===== src/rtl/i2c_seq_pkg.sv =====
// i2c transfer sequencer: command codes shared with the byte engine
// and the sequencer state encoding.
package i2c_seq_pkg;

  typedef enum logic [1:0] {
    CMD_START = 2'd0,
    CMD_WRITE = 2'd1,
    CMD_READ  = 2'd2,
    CMD_STOP  = 2'd3
  } i2cCmd_t;

  typedef enum logic [3:0] {
    S_IDLE,
    S_START,
    S_ADDR,
    S_WR_FETCH,
    S_WR_CMD,
    S_RD_CMD,
    S_RD_STORE,
    S_STOP,
    S_DONE
  } seqState_t;

  localparam int ADDRWIDTH = 7;

endpackage


===== src/rtl/i2c_transfer_sequencer.sv =====
// i2c master transaction sequencer: START, address, N data bytes, STOP,
// one engine command outstanding at a time, fed from/to the byte FIFOs.
module i2c_transfer_sequencer
  import i2c_seq_pkg::*;
#(
  parameter int COUNTWIDTH = 8,
  parameter int DATAWIDTH  = 8
) (
  input  logic                  clk,
  input  logic                  reset,
  input  logic                  start,
  input  logic                  abort,
  input  logic [ADDRWIDTH-1:0]  slaveAddr,
  input  logic                  readNotWrite,
  input  logic [COUNTWIDTH-1:0] byteCount,
  output logic                  busy,
  output logic                  done,
  output logic                  nackError,
  output logic [COUNTWIDTH-1:0] bytesDone,
  input  logic                  txEmpty,
  input  logic [DATAWIDTH-1:0]  txData,
  output logic                  txReadReq,
  input  logic                  rxFull,
  output logic                  rxWriteEn,
  output logic [DATAWIDTH-1:0]  rxData,
  output logic                  cmdValid,
  input  logic                  cmdReady,
  output logic [1:0]            cmd,
  output logic [DATAWIDTH-1:0]  cmdData,
  output logic                  cmdNackLast,
  input  logic                  rspValid,
  input  logic                  rspAck,
  input  logic [DATAWIDTH-1:0]  rspData
);

  seqState_t              state;
  seqState_t              nxt;
  i2cCmd_t                cmdQ;
  logic [ADDRWIDTH-1:0]   addrQ;
  logic                   rnwQ;
  logic [COUNTWIDTH-1:0]  countQ;
  logic [COUNTWIDTH-1:0]  doneInc;
  logic [COUNTWIDTH-1:0]  rdBase;
  logic [COUNTWIDTH:0]    rdNext;
  logic                   rsp;
  logic                   lastByte;
  logic                   nackNext;

  assign busy     = (state != S_IDLE);
  assign cmd      = cmdQ;
  assign rsp      = rspValid && !cmdValid;
  assign doneInc  = bytesDone + COUNTWIDTH'(1);
  assign lastByte = (doneInc == countQ);

  // FIFO strobes are decoded from state so a pop/push can never
  // land on a cycle where the FIFO flag has already changed.
  assign txReadReq = reset && (state == S_WR_FETCH)
                     && !abort && !txEmpty;
  assign rxWriteEn = reset && (state == S_RD_STORE) && !rxFull;

  assign rdBase   = (state == S_RD_STORE) ? doneInc : '0;
  assign rdNext   = {1'b0, rdBase} + {{COUNTWIDTH{1'b0}}, 1'b1};
  assign nackNext = (rdNext == {1'b0, countQ});

  always_comb begin
    nxt = state;
    unique case (state)
      S_IDLE:
        if (start) nxt = S_START;
      S_START:
        if (rsp) nxt = abort ? S_STOP : S_ADDR;
      S_ADDR:
        if (rsp) begin
          if (!rspAck || countQ == '0 || abort) nxt = S_STOP;
          else if (rnwQ)                        nxt = S_RD_CMD;
          else                                  nxt = S_WR_FETCH;
        end
      S_WR_FETCH:
        if (abort)         nxt = S_STOP;
        else if (!txEmpty) nxt = S_WR_CMD;
      S_WR_CMD:
        if (rsp)
          nxt = (!rspAck || lastByte || abort) ? S_STOP : S_WR_FETCH;
      S_RD_CMD:
        if (rsp) nxt = S_RD_STORE;
      S_RD_STORE:
        if (!rxFull) nxt = (lastByte || abort) ? S_STOP : S_RD_CMD;
      S_STOP:
        if (rsp) nxt = S_DONE;
      S_DONE:
        nxt = S_IDLE;
      default:
        nxt = S_IDLE;
    endcase
  end

  always_ff @(posedge clk) begin
    if (!reset) begin
      state       <= S_IDLE;
      cmdQ        <= CMD_START;
      cmdValid    <= 1'b0;
      cmdData     <= '0;
      cmdNackLast <= 1'b0;
      rxData      <= '0;
      bytesDone   <= '0;
      nackError   <= 1'b0;
      done        <= 1'b0;
      addrQ       <= '0;
      rnwQ        <= 1'b0;
      countQ      <= '0;
    end else begin
      state <= nxt;
      done  <= (state == S_DONE);

      if (cmdValid && cmdReady) cmdValid <= 1'b0;

      if (state == S_IDLE && start) begin
        addrQ     <= slaveAddr;
        rnwQ      <= readNotWrite;
        countQ    <= byteCount;
        bytesDone <= '0;
        nackError <= 1'b0;
      end

      if (rsp && !rspAck &&
          (state == S_ADDR || state == S_WR_CMD))
        nackError <= 1'b1;

      if (rsp && state == S_WR_CMD) bytesDone <= doneInc;
      if (rxWriteEn)                bytesDone <= doneInc;
      if (rsp && state == S_RD_CMD) rxData    <= rspData;
      if (txReadReq)                cmdData   <= txData;

      // A new command is offered exactly on entry to a command state.
      if (nxt != state) begin
        cmdNackLast <= 1'b0;
        unique case (nxt)
          S_START: begin
            cmdValid <= 1'b1;
            cmdQ     <= CMD_START;
          end
          S_ADDR: begin
            cmdValid <= 1'b1;
            cmdQ     <= CMD_WRITE;
            cmdData  <= DATAWIDTH'({addrQ, rnwQ});
          end
          S_WR_CMD: begin
            cmdValid <= 1'b1;
            cmdQ     <= CMD_WRITE;
          end
          S_RD_CMD: begin
            cmdValid    <= 1'b1;
            cmdQ        <= CMD_READ;
            cmdNackLast <= nackNext;
          end
          S_STOP: begin
            cmdValid <= 1'b1;
            cmdQ     <= CMD_STOP;
          end
          default: ;
        endcase
      end
    end
  end

endmodule


===== config.mk =====
export PLATFORM = sky130hd
export DESIGN_NAME = i2c_transfer_sequencer
export DESIGN_NICKNAME = d
export VERILOG_FILES = /design/src/rtl/i2c_seq_pkg.sv /design/src/rtl/i2c_transfer_sequencer.sv
export SDC_FILE = /design/constraint.sdc
export NUM_CORES = 1
export LEC_CHECK = 0
export ABC_AREA = 1
export CAP_MARGIN = 20
export CORE_MARGIN = 5
export CORE_UTILIZATION = 53
export CTS_CLUSTER_SIZE = 12
export DETAILED_ROUTE_END_ITERATION = 8
export MAX_ROUTING_LAYER = met4
export PLACE_DENSITY = 0.87
export SKIP_CTS_REPAIR_TIMING = 1
export SLEW_MARGIN = 10
export SYNTH_ARGS = -nofsm -noshare
export SYNTH_HDL_FRONTEND = slang
export SYNTH_SLANG_ARGS = --single-unit

===== constraint.sdc =====
create_clock -name clk -period 6.5 [get_ports clk]
set_input_delay 0.975 -clock clk [delete_from_list [all_inputs] [get_ports clk]]
set_output_delay 0.975 -clock clk [all_outputs]
set_load 0.03 [all_outputs]

==> run metrics, run 1 <==
status=finished, final reports clean; sequential cell area=0.00100 mm2; share of cells above drive strength 1=0.0700; Reg-to-Reg Start=state[1]$_SDFF_PN0_; Port Buffer Count=73; Synth async-reset ratio=0; WHS Path Cells=2; clock latency on the worst-skew pair=310 ps; TritonRoute pass-1 iters=5; Reg2Reg Depth=12; wire per inst=13.7 um; overall power=0.00135 W; Fin Setup TNS=0 ps; height of the die=approximately 83 um; flop-to-flop setup slack=about 3800 ps; peak supply drop=0.271 mV; row cnt=26; DR iter-0 viols=345; first-pass GRT wire length=approximately 14000 um; clock sinks=50; CTS Buffer Depth=2; max-slew violations=0; Hold Path Sink=rxData[5]$_SDFFE_PN0P_; power per cell area=~360 mW/mm2; area of the multi-input gates=0.00162 mm2; filler instances=458; Static Leak=1.49 nW; RSZ-0062 raised after global routing=no; Hold Crit Class=flop to flop; Initial Util=0.551; Max Freq=0.211 GHz; drt via density=5.36; Tot GR Track Use=0.237; MaxCap Viol Count=0; Clock transition at path regs=80 ps; Mean Syn Cell Area=6.43 um2; Area Overhead vs Synth=31.5%; sequential cell area fraction in the yosys report=0.353; detailed-route via count=3129; EDFF count, synth=0; CTS Buf Count=5; critical path class=input pin to output port; DRC errors left=0; CP endpoint kind=output port; Final nets=557; fin crit share=0.730; synthesized instance count=441; setup ws final=1760 ps; CP required=5520 ps; grt ovf=0; Yosys Warn Count=0; CORE AREA=0.00514 mm2; endpoints failing setup=0; Slew headroom=0.391; largest net degree at the start of global routing=33; TritonCTS clock tree=yes; measured slew at the worst slew-check pin=around 910 ps; CP Max Fanout=20; vias in the first global route=3030; net count after synthesis=484; design area=0.00373 mm2; Syn Std Cell Area=0.00283 mm2; Top Ports=74; DRT Wirelength=7980 um; Reg2Reg Capture Point=cmdData[7]$_SDFF_PN0_; arrival time worst endpoint=3770 ps; Yosys cell types=31; ant diodes=0; chip width=just over 80 um; Top FF cell, synth=dfxtp_1; initial antenna violation count=0; Startpoint Class=input pin; Root Driver=clkbuf_8; Fin. Hold Viols=0; gpl congestion=a little over 0.9; CTS H-tree depth=2; HP Start=rxData[5]$_SDFFE_PN0P_; die area=between 0.006 and 0.007 mm2; synthesized flop and latch total=50; Antenna Nets Post-Route=0; dpl ws=1790 ps; Placed Area=0.00362 mm2; minimum clock period=4740 ps; Setup Skew=7.41 ps; hpwl dp=slightly below 6000 um
[layout by cell type, fill, tap and decap left out, types with 4 or more instances in the layout]
master / instances
nand2_2: 6
dfxtp_1: 50
clkdlybuf4s50_1: 73
nand3_1: 38
inv_1: 42
nor2_1: 69
clkbuf_8: 5
o21ai_2: 4
nand2_1: 116
o21ai_0: 22
nand4_1: 9
a21oi_1: 42
[per-stage QoR]
step / util / cells / hold WS (ps)
2_1_floorplan: - / 441 / 446
4_1_cts: 0.725 / 584 / 469
3_5_place_dp: 0.704 / 577 / 455
3_3_place_gp: 0.704 / 577 / 447
6_report: 0.725 / 584 / 467
5_1_grt: 0.725 / 584 / 476
[report_power, final]
| part | internal, W | switching, W |
|---|---|---|
| logic | 0.000246 | 0.000452 |
| registers | 0.000376 | 0.0000560 |
| clock network | 0.000113 | 0.000105 |
| total | 0.000735 | 0.000612 |
[registers in the layout (all words and copies together) (netlist names)]
| register | cells |
|---|---|
| nackError | 1 |
| rnwQ | 1 |
| rxData | 8 |
| cmdData | 8 |
| cmdNackLast | 1 |
| bytesDone | 8 |
| addrQ | 7 |
| countQ | 8 |
| done | 1 |
| cmdValid | 1 |
| cmd | 2 |
| state | 4 |
[worst max path at each step]
| stage | end | cells past startpoint | start | slack [ps] |
|---|---|---|---|---|
| after floorplan | txReadReq | 2 | reset | 3450 |
| after global placement | txReadReq | 4 | reset | 1820 |
| after detailed placement | txReadReq | 4 | reset | 1790 |
| after CTS | txReadReq | 4 | reset | 1780 |
| after global routing | txReadReq | 4 | reset | 1580 |
| final | txReadReq | 4 | reset | 1760 |
[cell usage after synthesis (2+ instances only)]
master | n | area (um2)
o21ai_2 | 4 | 35.0
xor2_1 | 3 | 26.3
nand3_2 | 3 | 30.0
nand2_2 | 6 | 37.5
nand3_1 | 38 | 190
nand2_4 | 2 | 22.5
o21ai_0 | 22 | 110
nor2_1 | 69 | 259
a21oi_1 | 42 | 210
o211ai_1 | 2 | 15.0
nand2_1 | 116 | 435
nand4_1 | 9 | 56.3
nor4_2 | 2 | 25.0
o2111ai_1 | 2 | 17.5
clkbuf_1 | 6 | 22.5
nor2_2 | 3 | 18.8
nor3_1 | 2 | 10.0
nand3_4 | 2 | 35.0
ha_1 | 2 | 25.0
or2_2 | 2 | 12.5
inv_2 | 3 | 11.3
inv_1 | 42 | 158
xnor2_1 | 2 | 17.5
dfxtp_1 | 50 | 1000
[metal layers]
layer	up-vias	global-route usage	share of wire
met3	17	0.0337	0.046
li1	1575	-	-
met1	1431	0.280	0.43
met4	0	0.0951	0.025
met2	106	0.406	0.50
met5	-	-	0
[critical path, stage by stage]
cell and delay [ps]:
clkdlybuf4s50_1 960, clkinv_1 220, nor4_2 790, clkdlybuf4s50_1 820
[final cells by class]
cell class | instances | share of cell area
well taps | 70 | 0.0235
clock inverters | 2 | 0.0104
multi-input cells | 337 | 0.435
repair buffers | 74 | 0.198
flip-flops and latches | 50 | 0.269
inverters | 46 | 0.0463
clock buffers | 5 | 0.0185
[cells by family (layout without fill, tap and decap cells)]
kind of cell	Yosys count	after routing	synth area share
and+or+nand+nor	256	256	0.406
adders and majority gates	2	2	0.00883
AOI/OAI and AO/OA	74	74	0.141
buffers and inverters	54	127	0.0755
xor gates and xnor gates	5	5	0.0155
DFF	50	50	0.353
No activity file was read; power rests on OpenSTA's default activity.
==> inputs of run 2 (changes only) <==
- CORE_UTILIZATION: 53 -> 44
- PLACE_DENSITY: 0.87 -> 0.77
- clock period: 6.5 -> 3.9 ns (I/O delays scaled with it)
==> run 2 against run 1 <==
Net effect: worst setup slack got worse by 740 ps; routed wire length fell by 2.7%; via count fell by 2.2%; die area rose by 18%; power rose by 73%; clock-buffer cell count rose by 1; hold slack got worse by 2.0 ps; first-iteration DRC count fell by 60%; non-clock buffer count rose by 3; clock power rose by 110%; design area rose by 1.7%; largest cell class unchanged; highest routed layer unchanged.
==> run metrics, run 2 (synthesis results as in run 1) <==
gpl congestion=0.897; Root Driver=clkbuf_8; CTS Buffer Depth=2; die area=0.00815 mm2; fin crit share=0.740; power per cell area=~610 mW/mm2; CP required=about 3300 ps; wire per inst=13.1 um; detailed-route via count=3060; endpoints failing setup=0; Reg2Reg Depth=16; most common cell after layout, fill and taps aside=nand2_1; grt ovf=0; status=finished, final reports clean; initial antenna violation count=0; most frequent cells in the layout=nand2_1, clkdlybuf4s50_1, nor2_1, dfxtp_1; Max Freq=0.346 GHz; peak supply drop=0.639 mV; largest net degree at the start of global routing=33; vias in the first global route=3103; CTS H-tree depth=2; Port Buffer Count=73; Clock transition at path regs=90 ps; Antenna Nets Post-Route=0; DRT Wirelength=7770 um; Area Overhead vs Synth=33.7%; measured slew at the worst slew-check pin=575 ps; Slew headroom=0.615; DR iter-0 viols=139; row cnt=29; WHS Path Cells=2; Setup Skew=4.80 ps; hpwl dp=5970 um; drt via density=5.14; CTS Buf Count=5; share of cells above drive strength 1=0.0792; Hold Path Sink=rxData[3]$_SDFFE_PN0P_; MaxCap Viol Count=0; height of the die=90.3 um; Top Ports=74; CP endpoint kind=output port; DRC errors left=0; Reg2Reg Capture Point=cmdNackLast$_SDFFE_PN0N_; chip width=between 90 and 100 um; Reg-to-Reg Start=state[2]$_SDFF_PN0_; filler instances=603; max-slew violations=0; first-pass GRT wire length=13400 um; critical path class=flop to output port; TritonRoute pass-1 iters=4; critical path startpoint=state[2]$_SDFF_PN0_; Fin. Hold Viols=0; CORE AREA=0.00631 mm2; Final nets=560; HP Start=rxData[3]$_SDFFE_PN0P_; TritonCTS clock tree=yes; Startpoint Class=flop; flop-to-flop setup slack=~1200 ps; Post-Route Utilization=0.600; Hold Crit Class=flop to flop; Tot GR Track Use=0.195; minimum clock period=2890 ps; Initial Util=0.449; CP Max Fanout=9; clock latency on the worst-skew pair=300 ps; Static Leak=1.53 nW; ant diodes=0; clock sinks=50; RSZ-0062 raised after global routing=no; arrival time worst endpoint=2300 ps; Fin Setup TNS=0 ps
[run 2: changes by cell type in the layout (fill, tap and decap cells not counted), sizes merged]
cell | previous run | this run
clkbuf | 5 | 6
clkinv | 2 | 1
clkdlybuf4s50 | 73 | 72
buf | 1 | 5
bufinv | 1 | 2
[run 2: area by class of cell]
cell class / count / area, um2 / area share
clock inverters: 2 / 60.1 / 0.0158
inverters: 46 / 173 / 0.0456
clock buffers: 6 / 82.6 / 0.0218
repair buffers: 77 / 758 / 0.200
well taps: 77 / 96.3 / 0.0254
multi-input cells: 337 / 1620 / 0.427
flip-flops and latches: 50 / 1000 / 0.264
[run 2: worst max-delay path: stages (launching register included)]
cell	delay (ps)
dfxtp_1	450
inv_1	100
nor2_2	180
nand3_2	230
nor2_1	210
nand2_1	70
inv_1	80
clkdlybuf4s50_1	680
[run 2: metal layers]
layer	wire length [um]	global-route usage	vias to the layer above
li1	-	-	1586
met1	3470	0.229	1395
met2	3810	0.335	66
met3	297	0.0342	13
met4	191	0.0670	0
met5	0	-	-
[run 2: power by group]
part	switching (W)	internal, W
Combinational	0.000741	0.000417
Clock	0.000181	0.000274
Sequential	0.0000898	0.000627
Total	0.00101	0.00132
[run 2: how the worst max path moves through the flow]
stage | to | cells after the start | slack [ps]
global route | rxWriteEn | 7 | 810
finish | rxWriteEn | 7 | 1010
detailed placement | cmdData[0]$_SDFF_PN0_ | 16 | 850
CTS | rxWriteEn | 7 | 1010
global placement | cmdData[1]$_SDFF_PN0_ | 16 | 960
floorplan | cmdData[5]$_SDFF_PN0_ | 9 | 1460
[run 2: through the flow]
stage / hold slack (ps) / cells / setup WS, ps / total power (W) / instance area (um2)
2_1_floorplan: 446 / 441 / 1460 / 0.00155 / 2830
3_3_place_gp: 453 / 587 / 964 / 0.00187 / 3650
3_5_place_dp: 456 / 587 / 854 / 0.00188 / 3650
4_1_cts: 471 / 595 / 1010 / 0.00234 / 3790
5_1_grt: 481 / 595 / 806 / 0.00252 / 3790
6_report: 465 / 595 / 1010 / 0.00233 / 3790
==> inputs of run 3 (changes only) <==
- CORE_UTILIZATION: 44 -> 49
- PLACE_DENSITY: 0.77 -> 0.81
- clock period: 3.9 -> 2.8 ns (I/O delays scaled with it)
==> run 3 against run 2 <==
Net effect: power increased by 37%; via count increased by 1.6%; utilization increased by 8.4 points; critical endpoint is now cmdData[7]$_SDFF_PN0_; design area increased by 0.69%; register-to-register slack got worse by 920 ps; worst setup slack got worse by 720 ps; combinational power increased by 42%; clock-buffer cell count unchanged; non-clock buffer count increased by 6; hold slack improved by 1.5 ps.
==> run metrics, run 3 (synthesis results as in run 1) <==
status=finished, final reports clean; DRT Wirelength=~8100 um; Port Buffer Count=between 70 and 80; Placed Area=0.00367 mm2; Reg-to-Reg Start=bytesDone[1]$_SDFFE_PN0P_; Startpoint Class=flop; HP Start=rxData[3]$_SDFFE_PN0P_; endpoints failing setup=0; Min Hold Slack=466 ps; critical path class=flop to flop; minimum clock period=2510 ps; vias in the first global route=a little over 3000; initial antenna violation count=0; first-pass GRT wire length=13500 um; Max Freq=0.399 GHz; CTS H-tree depth=2; clock latency on the worst-skew pair=310 ps; arrival time worst endpoint=2750 ps; Clock transition at path regs=90 ps; wire per inst=roughly 14 um; CORE AREA=~0.0056 mm2; height of the die=86.1 um; design area=0.00382 mm2; die area=between 0.007 and 0.008 mm2; CTS Buffer Depth=2; Final nets=566; drt via density=about 5.2; CP Max Fanout=16; largest net degree at the start of global routing=33; Setup Skew=10.2 ps; dpl ws=-47.2 ps; row cnt=27; hpwl dp=6090 um; fin crit share=0.896; chip width=86.1 um; Hold Crit Class=flop to flop; Root Driver=clkbuf_8; most common cell after layout, fill and taps aside=nand2_1; TritonRoute pass-1 iters=5; gpl congestion=0.889; ant diodes=0; MaxCap Viol Count=0; Tot GR Track Use=0.231; Placed Instances=586; share of cells above drive strength 1=0.0956; DR iter-0 viols=around 160; Initial Util=0.508; critical path startpoint=bytesDone[1]$_SDFFE_PN0P_; grt ovf=0; CP endpoint kind=flop; CP required=3050 ps; power per cell area=835 mW/mm2; clock sinks=50; Static Leak=1.56 nW; Top Ports=74; measured slew at the worst slew-check pin=roughly 570 ps; Area Overhead vs Synth=34.7%; final std cells w/o fill=595; setup ws final=291 ps; CTS Buf Count=5; peak supply drop=0.701 mV; TritonCTS clock tree=yes; Fin. Hold Viols=0; Slew headroom=0.616; detailed-route via count=3110; Antenna Nets Post-Route=0; DRC errors left=0; max-slew violations=0; most frequent cells in the layout=nand2_1, clkdlybuf4s50_1, nor2_1, dfxtp_1
run 3: routing by layer:
layer,track usage,wire length (um)
met1,0.277,3430
met2,0.376,3990
met3,0.0500,485
met4,0.0921,173
met5,-,0
run 3: metrics by stage:
step	total power (W)	util	TNS (ps)
after floorplan	0.00215	-	0
after global placement	0.00261	0.659	0
after detailed placement	0.00266	0.659	-251
after CTS	0.00318	0.679	0
after global routing	0.00345	0.685	-20.3
final	0.00319	0.685	0
run 3: path summary, 6_finish.rpt:
kind | end | slack [ps] | cells past startpoint
worst max-delay path | cmdData[7]$_SDFF_PN0_ | 290 | 19
worst min-delay path | rxData[3]$_SDFFE_PN0P_ | 470 | 2
worst max register to register | cmdData[7]$_SDFF_PN0_ | 290 | 19
worst min register to register | rxData[3]$_SDFFE_PN0P_ | 470 | 2
run 3: final cells by class:
cell class	instances	area [um2]
Fill cell	514	1760
Multi-Input combinational cell	337	1630
Sequential cell	50	1000
Timing Repair Buffer	83	806
Inverter	46	173
Tap cell	72	90.1
Clock buffer	6	82.6
Clock inverter	1	30.0
run 3: where the power goes:
part	switching [W]	internal (W)	total (W)	leakage, nW
registers	0.000130	0.000875	0.00101	0.408
clock network	0.000241	0.000286	0.000527	0.0573
logic	0.00105	0.000599	0.00165	1.10
total	0.00142	0.00176	0.00319	1.56
run 3: critical path, cell delays in order, from the launching register on:
cell	delay (ps)
dfxtp_1	400
ha_1	250
nand3_2	160
o21ai_2	210
nand2_1	80
nand2_1	70
nand2_1	50
nor2_1	100
nand3_1	110
nand2_1	80
nand2_1	40
nand2_1	70
nand2_2	80
nand2_4	110
nand2_4	60
nand3_4	100
nand3_4	180
o21ai_0	140
nand2_1	70
nor2_1	80
